[src/rtl/bar_display_scheduler_pkg.sv]
// bar_display_pkg: shared state encoding and level constants for the bar display scheduler
package bar_display_pkg;
  localparam int LVL_W = 3;
  localparam logic [LVL_W-1:0] LVL_DARK = 3'd0;
  localparam logic [LVL_W-1:0] LVL_FULL = 3'd7;
  typedef enum logic [1:0] {IDLE, SCAN, BLANK} state_t;
endpackage

[src/rtl/bar_display_scheduler_if.sv]
// bar_display_scheduler_if: client-side level write port and scanned display outputs
interface bar_display_scheduler_if
  import bar_display_pkg::*;
#(
  parameter int N_CH = 4,
  parameter int AW = $clog2(N_CH)
);
  logic en;
  logic wr_en;
  logic [AW-1:0] wr_addr;
  logic [LVL_W-1:0] wr_data;
  logic [LVL_W-1:0] level_out;
  logic [N_CH-1:0] digit_sel;
  logic frame_done;
  logic [AW-1:0] cur_ch;
  modport master(output en, wr_en, wr_addr, wr_data, input level_out, digit_sel, frame_done, cur_ch);
  modport slave(input en, wr_en, wr_addr, wr_data, output level_out, digit_sel, frame_done, cur_ch);
endinterface

[src/rtl/bar_display_scheduler_regfile.sv]
// bar_level_regfile: per-channel 3-bit level storage, synchronous write, asynchronous read
module bar_level_regfile
  import bar_display_pkg::*;
#(
  parameter int N_CH = 4,
  parameter int AW = $clog2(N_CH)
) (
  input  logic             clk,
  input  logic             rst,
  input  logic             i_wr_en,
  input  logic [AW-1:0]    i_wr_addr,
  input  logic [LVL_W-1:0] i_wr_data,
  input  logic [AW-1:0]    i_rd_addr,
  output logic [LVL_W-1:0] o_rd_data
);
  logic [LVL_W-1:0] r_mem [N_CH];
  // clear all levels on reset, otherwise store writes that address an existing channel
  always_ff @(posedge clk) begin
    if (rst) for (int i = 0; i < N_CH; i++) r_mem[i] <= LVL_DARK;
    else if (i_wr_en && int'(i_wr_addr) < N_CH) r_mem[i_wr_addr] <= i_wr_data;
  end
  assign o_rd_data = int'(i_rd_addr) < N_CH ? r_mem[i_rd_addr] : LVL_DARK;
endmodule

[src/rtl/bar_display_scheduler.sv]
// bar_display_scheduler: round-robin bar scan over one shared decoder; dead time between channels with BAR_DEAD_TIME_EN
module bar_display_scheduler
  import bar_display_pkg::*;
#(
  parameter int N_CH = 4,
  parameter int DWELL_CYCLES = 1000,
  parameter int BLANK_CYCLES = 8,
  parameter int AW = $clog2(N_CH)
) (
  input logic clk,
  input logic rst,
  bar_display_scheduler_if.slave bus
);
  localparam int DW_W = $clog2(DWELL_CYCLES);
  state_t r_state, w_nxt;
  logic [DW_W-1:0] r_dwell, w_dwell;
  logic [AW-1:0] r_ch, w_ch;
  logic [N_CH-1:0] r_sel;
  logic [LVL_W-1:0] r_lvl, w_rd;
  logic r_frame, w_adv, w_dwell_end, w_last;
  bar_level_regfile #(.N_CH(N_CH), .AW(AW)) u_rf (
    .clk(clk),
    .rst(rst),
    .i_wr_en(bus.wr_en),
    .i_wr_addr(bus.wr_addr),
    .i_wr_data(bus.wr_data),
    .i_rd_addr(r_ch),
    .o_rd_data(w_rd)
  );
  assign w_dwell_end = r_dwell == DW_W'(DWELL_CYCLES - 1);
  assign w_last = r_ch == AW'(N_CH - 1);
`ifdef BAR_DEAD_TIME_EN
  localparam int BL_W = $clog2(BLANK_CYCLES + 1);
  logic [BL_W-1:0] r_blank, w_blank;
  logic w_blank_end;
  assign w_blank_end = r_blank == BL_W'(BLANK_CYCLES - 1);
  // dead-time counter between channels
  always_ff @(posedge clk) begin
    if (rst) r_blank <= '0;
    else r_blank <= w_blank;
  end
`else
  logic w_unused_blank;
  assign w_unused_blank = ^BLANK_CYCLES;
`endif
  // next state, dwell count and channel advance; en low always drops to a dark IDLE
  always_comb begin
    w_nxt = r_state;
    w_dwell = r_dwell;
    w_ch = r_ch;
    w_adv = 1'b0;
`ifdef BAR_DEAD_TIME_EN
    w_blank = r_blank;
`endif
    if (!bus.en) begin
      w_nxt = IDLE;
      w_dwell = '0;
      w_ch = '0;
`ifdef BAR_DEAD_TIME_EN
      w_blank = '0;
`endif
    end else if (r_state == IDLE) begin
      w_nxt = SCAN;
      w_dwell = '0;
      w_ch = '0;
    end else if (r_state == SCAN) begin
      w_dwell = w_dwell_end ? '0 : r_dwell + 1'b1;
`ifdef BAR_DEAD_TIME_EN
      if (w_dwell_end) w_nxt = BLANK;
    end else if (r_state == BLANK) begin
      w_blank = w_blank_end ? '0 : r_blank + 1'b1;
      if (w_blank_end) begin
        w_nxt = SCAN;
        w_adv = 1'b1;
      end
`else
      w_adv = w_dwell_end;
`endif
    end
    if (w_adv) w_ch = w_last ? '0 : r_ch + 1'b1;
  end
  // state and output registers; level is shown only while the same scan stays lit across the edge
  always_ff @(posedge clk) begin
    if (rst) begin
      r_state <= IDLE;
      r_dwell <= '0;
      r_ch <= '0;
      r_sel <= '0;
      r_lvl <= LVL_DARK;
      r_frame <= 1'b0;
    end else begin
      r_state <= w_nxt;
      r_dwell <= w_dwell;
      r_ch <= w_ch;
      r_sel <= w_nxt == SCAN ? N_CH'(1) << w_ch : '0;
      r_lvl <= r_state == SCAN && w_nxt == SCAN ? w_rd : LVL_DARK;
      r_frame <= w_adv && w_last;
    end
  end
  assign bus.level_out = r_lvl;
  assign bus.digit_sel = r_sel;
  assign bus.frame_done = r_frame;
  assign bus.cur_ch = r_ch;
endmodule

[src/flat_wrapper.sv]
// flat-port wrapper written by rule: the top's interface ports become plain ports
module bar_display_scheduler_flat import bar_display_pkg::*;
#(
  parameter int N_CH = 4,
  parameter int DWELL_CYCLES = 1000,
  parameter int BLANK_CYCLES = 8,
  parameter int AW = $clog2(N_CH)
)
  (clk, rst, bus_en, bus_wr_en, bus_wr_addr, bus_wr_data, bus_level_out, bus_digit_sel, bus_frame_done, bus_cur_ch);
  bar_display_scheduler_if #(.N_CH(N_CH), .AW(AW)) bus_i ();
  input logic clk;
  input logic rst;
  input wire logic [$bits(bus_i.en)-1:0] bus_en;
  input wire logic [$bits(bus_i.wr_en)-1:0] bus_wr_en;
  input wire logic [$bits(bus_i.wr_addr)-1:0] bus_wr_addr;
  input wire logic [$bits(bus_i.wr_data)-1:0] bus_wr_data;
  output wire logic [$bits(bus_i.level_out)-1:0] bus_level_out;
  output wire logic [$bits(bus_i.digit_sel)-1:0] bus_digit_sel;
  output wire logic [$bits(bus_i.frame_done)-1:0] bus_frame_done;
  output wire logic [$bits(bus_i.cur_ch)-1:0] bus_cur_ch;
  assign bus_i.en = bus_en;
  assign bus_i.wr_en = bus_wr_en;
  assign bus_i.wr_addr = bus_wr_addr;
  assign bus_i.wr_data = bus_wr_data;
  assign bus_level_out = bus_i.level_out;
  assign bus_digit_sel = bus_i.digit_sel;
  assign bus_frame_done = bus_i.frame_done;
  assign bus_cur_ch = bus_i.cur_ch;
  bar_display_scheduler #(.N_CH(N_CH), .DWELL_CYCLES(DWELL_CYCLES), .BLANK_CYCLES(BLANK_CYCLES), .AW(AW)) u_core (.clk(clk), .rst(rst), .bus(bus_i));
endmodule
[config.mk]
export PLATFORM = sky130hd
export DESIGN_NAME = bar_display_scheduler_flat
export DESIGN_NICKNAME = d
export VERILOG_FILES = /design/src/rtl/bar_display_scheduler_pkg.sv /design/src/rtl/bar_display_scheduler_if.sv /design/src/rtl/bar_display_scheduler_regfile.sv /design/src/rtl/bar_display_scheduler.sv /design/src/flat_wrapper.sv
export SDC_FILE = /design/constraint.sdc
export NUM_CORES = 1
export LEC_CHECK = 0
export CORE_UTILIZATION = 54
export CTS_CLUSTER_DIAMETER = 100
export DETAILED_ROUTE_END_ITERATION = 6
export PLACE_DENSITY = 0.88
export SKIP_LAST_GASP = 1
export SYNTH_ARGS = -nofsm -noshare
export SYNTH_HDL_FRONTEND = slang
export SYNTH_SLANG_ARGS = --single-unit
[constraint.sdc]
create_clock -name clk -period 1.8 [get_ports clk]
set_input_delay 0.27 -clock clk [delete_from_list [all_inputs] [get_ports clk]]
set_output_delay 0.27 -clock clk [all_outputs]
set_load 0.01 [all_outputs]
---- Word-level counts from Yosys, hierarchy flattened ----
Memory sizes are Yosys's and may differ from the RTL's. A register that Yosys moved wholly into a read port is not among the register bits.
Index checks and enable logic that the tools add are counted.
storage, ports and cells
  memories kept ........................... 1
  RAM bits ................................ 12
  output and inout port bits .............. 10
  bits in registers ....................... 19
  word-level logic and storage cells ...... 41
  bits of input ports ..................... 9
cells by class
  add/sub/neg operators ................... 2
  eq/ne operators ......................... 4
  shift-type cells ........................ 1
  reductions and logical operators ........ 7
  multiplexer cells ....................... 18
  bitwise operators ....................... 3
memories
  memory             words  width  read ports  clocked after Yosys merged registers in  wr ports  RTL line                             source
  u_core.u_rf.r_mem  4      3      1           1                                        4         bar_display_scheduler_regfile.sv:16  logic [LVL_W-1:0] r_mem [N_CH];
operators with widths
  kind                   number
  $mux 2                 7
  $add 10x1->10 const B  1
  $eq 10x10->1 const B   1
  $mux 10                1
  $mux 1                 9
  $reduce_or 3->1        2
  $eq 2x1->1 const B     2
  $reduce_or 2->1        2
  $shl 1x2->4 const A    1
  $mux 3                 1
  $not 1->1              3
  $add 2x1->2 const B    1
  $eq 2x2->1 const B     1
  $logic_and 1x1->1      2
  $logic_not 2->1        1

---- Longest topological paths before layout ----
  depth in word-level cells ............... 7
  mapped depth ............................ 6

---- Hierarchy ----
Synthesis repeated with hierarchy kept, for this count alone.
second synthesis, totals
  cells, all modules ...................... 129
  area, all modules ....................... 1529.0 um2
modules (own cells, without submodules)
  module                 cells each  area each (um2)  seq. area each (um2)  times used
  bar_display_scheduler  92          925.9            440.4                 1
  bar_level_regfile      37          603.1            360.3                 1

---- Worst setup path before layout ----
No wires, ideal clock.
  path type ............................... register to register
  start point ............................. register u_core.r_dwell[0]
  end point ............................... register u_core.r_dwell[0]
  data arrival time ....................... 1463 ps
  path slack .............................. 275 ps
  cell stages (with the launch flop) ...... 7
  clock period less this slack ............ 1525 ps
  setup time .............................. 62 ps
  required time ........................... 1738 ps
  cell sequence ........................... dfxtp_1 ha_1 and2_1 and3_4 o32a_1 buf_6 nor2_2
between the ends
  cells in the longest elaborated chain, start to end .. 2
ends and longest elaborated chain
  element                                               RTL line                                                  source
  from (decl)                                           bar_display_scheduler.sv:16                               logic [DW_W-1:0] r_dwell, w_dwell;
  from (signal assigned)                                bar_display_scheduler.sv:93                               r_dwell <= w_dwell;
  $add 10x1->10 / $eq 10x10->1 (equally long branches)  bar_display_scheduler.sv:67, bar_display_scheduler.sv:30
  $mux 10 (*)                                           bar_display_scheduler.sv:67                               w_dwell = w_dwell_end ? '0 : r_dwell + 1'b1;
Mark *: on every way between the ends. The rest lies on a longest branch, timed or not.
A chain may end at the register's enable or synchronous reset.

---- Worst setup path after layout ----
  start point ............................. register u_core.r_ch[1] (netlist: u_core.bus.cur_ch[1])
  end point ............................... output bus_cur_ch[1]
RTL lines
  element                 RTL line                     source
  from (decl)             bar_display_scheduler.sv:17  logic [AW-1:0] r_ch, w_ch;
  from (signal assigned)  bar_display_scheduler.sv:94  r_ch <= w_ch;
  to (decl)               flat_wrapper.sv:20           output wire logic [$bits(bus_i.cur_ch)-1:0] bus_cur_ch;
No word-level cell between the ends.

==> impl_metrics.json <==
{
  "gr-total-overflow": 0,
  "clock_skew_ns": 0.0163,
  "grt_pass1_wl_um": 4840,
  "firstDrtPassIters": 4,
  "crit_buf_inv": 1,
  "critPathMaxStageDelay_ns": 0.60,
  "grt_pass1_vias": 1079,
  "via_per_inst": 5.68,
  "area_delta_synth_final_pct": 20.2,
  "n_antenna_cell": 0,
  "synth_top_area_share_pct": 28.2,
  "syn_area_mm2": 0.00156,
  "core_mm2": 0.00276,
  "remaining_drc_errors": 0,
  "fin_setup_tns_ns": 0,
  "setup_viol": 0,
  "vias": 1141,
  "clk_latency_ns": 0.33,
  "powerDensity_mw_per_mm2": 710,
  "htree_levels": 2,
  "critPathTopFamily": "buffers and inverters",
  "num_io_pins": 19,
  "grt.total_usage_pct": 20.2,
  "antenna_found_initial": 0,
  "cts_resized": 0,
  "cts_made_buffers": 5,
  "grt_max_degree": 12,
  "synth_seq_cells": 34,
  "yosys.area_share.simple_pct": 28.8,
  "num_rows": 19,
  "drt_iter0_drc": 32,
  "synth_area_leader_cell": "dfxtp_1",
  "hold_viol_final": 0,
  "finalMaxSlewViolations": 0,
  "syn_nets": 151,
  "tightest_slew_ns": 0.429,
  "cts_root_buf": "clkbuf_4",
  "ys_seq_area_share_pct": 51.2,
  "endpoint_kind": "primary output",
  "vdd_drop_max_v": 0.000722,
  "worstPathRequired_ns": 1.53,
  "dieArea_mm2": 0.00312,
  "hp-class": "register to register",
  "yosysUniqueCellTypes": 40,
  "synth_compound_area_share_pct": 6.16,
  "min_period_ns": 1.69,
  "cpMaxStageDelayCell": "clkdlybuf4s50_1",
  "rsz0062_at_grt": "no",
  "synth.area.top_cells": "dfxtp_1 (28%), edfxtp_1 (23%), and2_1 (5.2%)",
  "wl_per_cell_um": 14.4,
  "post-route-period-util_pct": 93.7,
  "cp_max_fo": 7,
  "io_buffer_count": 18,
  "post_cts.repair.setup_buffers": 0,
  "synthAdderAreaFrac_pct": 1.60,
  "wirelength_um": 2900,
  "gp_congestion": 0.849,
  "dpl_cell_area_mm2": 0.00182,
  "drtAntennaViolNets": 0,
  "floorplan.initialDensity_pct": 56.7,
  "final_area_mm2": 0.00188,
  "final_util_pct": 68.2,
  "clock_sinks": 34,
  "fillers": 207,
  "synth_area_per_cell_um2": 11.2,
  "max_freq_ghz": 0.593,
  "crit_chain": "clkdlybuf4s50_1",
  "synthMuxAreaShare_pct": 4.32,
  "die_w_um": 55.8,
  "startpoint_type": "register",
  "cts-hold-fix-buffers": 0,
  "drv_cap": 0,
  "cp_data_arrival_time_ns": 1.42,
  "status": "complete, no violations",
  "clkSlewWorstSetupHoldPaths_ns": 0.10,
  "cts_tree": "yes",
  "maxSlewHeadroom_pct": 71.2,
  "fp.dieH_um": 55.8,
  "nets": 180,
  "cts_buffer_depth": 2,
  "place_hpwl_um": 2180,
  "yosysWarnings": 0,
  "synth_top_family_by_area": "simple AND/OR/NAND/NOR gates",
  "syn_inst": 140,
  "p_leak_nw": 0.687,
  "drive_gt1_share_pct": 21.8,
  "critPathKind": "register to primary output",
  "synth-xor-area-share_pct": 5.04
}
-- per-layer routing --
metal  track usage (%)  part of all wire, %  vias to the layer above  wire [um]
met2              32.9                   48                       48       1390
met1              25.0                   45                      528       1290
met5                 0                    0                        -          0
met4              7.32                  1.2                        0         34
li1                  -                    -                      559          -
met3              6.98                  6.2                        6        180
-- sequential cells by signal, summed over array words and instances (netlist names) --
name	cells
u_core.r_state	2
u_core.bus.cur_ch	2
u_core.bus.digit_sel	4
u_core.bus.frame_done	1
u_core.u_rf.r_mem	12
u_core.r_dwell	10
u_core.bus.level_out	3
-- per-stage QoR --
| step | power, mW | instances | setup WS, ns | hold slack [ns] |
|---|---|---|---|---|
| 6_report | 1.34 | 201 | 0.114 | 0.552 |
| 3_5_place_dp | 0.931 | 193 | 0.0102 | 0.535 |
| 2_1_floorplan | 0.886 | 140 | 0.275 | 0.407 |
| 4_1_cts | 1.34 | 201 | 0.0768 | 0.562 |
| 5_1_grt | 1.38 | 201 | 0.0391 | 0.603 |
| 3_3_place_gp | 0.926 | 193 | 0.0712 | 0.528 |
-- report_power, final --
| part | switching [mW] | total [mW] | internal, mW | leakage [nW] |
|---|---|---|---|---|
| Combinational | 0.0396 | 0.0846 | 0.0450 | 0.359 |
| Sequential | 0.0100 | 0.829 | 0.819 | 0.295 |
| Clock | 0.240 | 0.422 | 0.182 | 0.0333 |
| Total | 0.290 | 1.34 | 1.05 | 0.687 |
-- cells in the final DEF (no fill, tap or decap), drive strengths merged --
cell            n
buf             9
a21oi           1
a311oi          1
nand4b          1
o22a            1
and3            6
a311o           1
nor3b           2
clkdlybuf4s50  18
mux4            3
clkbuf          6
inv             4
nor2b           2
xnor2           6
edfxtp         12
nand2b          2
xor2            3
nand4           2
nor4            1
and3b           1
nand3          10
and4            1
nor3            5
nor2           18
a31oi           2
a32oi           1
ha              2
a31o            3
or3b            1
or2             2
o32a            1
clkinv          2
nor4bb          1
nand2           4
dfxtp          22
and2           13
-- kinds of logic (layout without fill, tap and decap cells) --
| family | count (synthesis) | count (layout) |
|---|---|---|
| buf+inv | 9 | 39 |
| mux | 3 | 3 |
| fa+ha+maj | 2 | 2 |
| xor+xnor | 9 | 9 |
| compound gates | 11 | 11 |
| simple gates | 72 | 72 |
| flops | 34 | 34 |
-- path summary, 6_finish.rpt --
kind                                   startpoint                             end  slack, ns  cells after the start
setup reg to reg   u_core.r_dwell[1]$_SDFFE_PP0N_  u_core.r_dwell[3]$_SDFFE_PP0N_       0.17                      5
hold / removal     u_core.r_dwell[9]$_SDFFE_PP0N_  u_core.r_dwell[9]$_SDFFE_PP0N_       0.55                      2
hold reg to reg    u_core.r_dwell[9]$_SDFFE_PP0N_  u_core.r_dwell[9]$_SDFFE_PP0N_       0.55                      2
setup / recovery  u_core.bus.cur_ch[1]$_SDFF_PP0_                   bus_cur_ch[1]       0.11                      1
-- cell usage after synthesis --
master and n:
a311oi_2 1, nor4bb_1 1, dfxtp_1 22, or3b_1 1, or2_2 1, xor2_1 3, nand2_1 4, nor2b_1 2
a311o_1 1, and4_4 1, o32a_1 1, edfxtp_1 12, xnor2_1 6, and3_1 5, buf_6 1, a31oi_1 2
nor2_4 1, or2_1 1, a31o_2 1, and2_1 13, nor2_1 9, a21oi_1 1, a31o_1 2, clkbuf_1 1
nand3_1 10, mux4_2 3, ha_1 2, buf_2 3, nand2b_1 2, and3_4 1, nand4b_2 1, and3b_1 1
nor3b_2 2, inv_1 4, nor3_1 5, nor2_2 8, a32oi_1 1, nor4_2 1, nand4_1 2, o22a_1 1
-- layout make-up --
type | instances | area, um2 | share of cell area (%)
multi-input cells | 97 | 719 | 38.3
inverters | 4 | 15.0 | 0.798
flip-flops and latches | 34 | 801 | 42.6
clock inverters | 2 | 7.51 | 0.399
clock buffers | 6 | 51.3 | 2.73
repair buffers | 27 | 248 | 13.2
well taps | 31 | 38.8 | 2.06
Note: power is estimated with default switching activity, not from simulation.
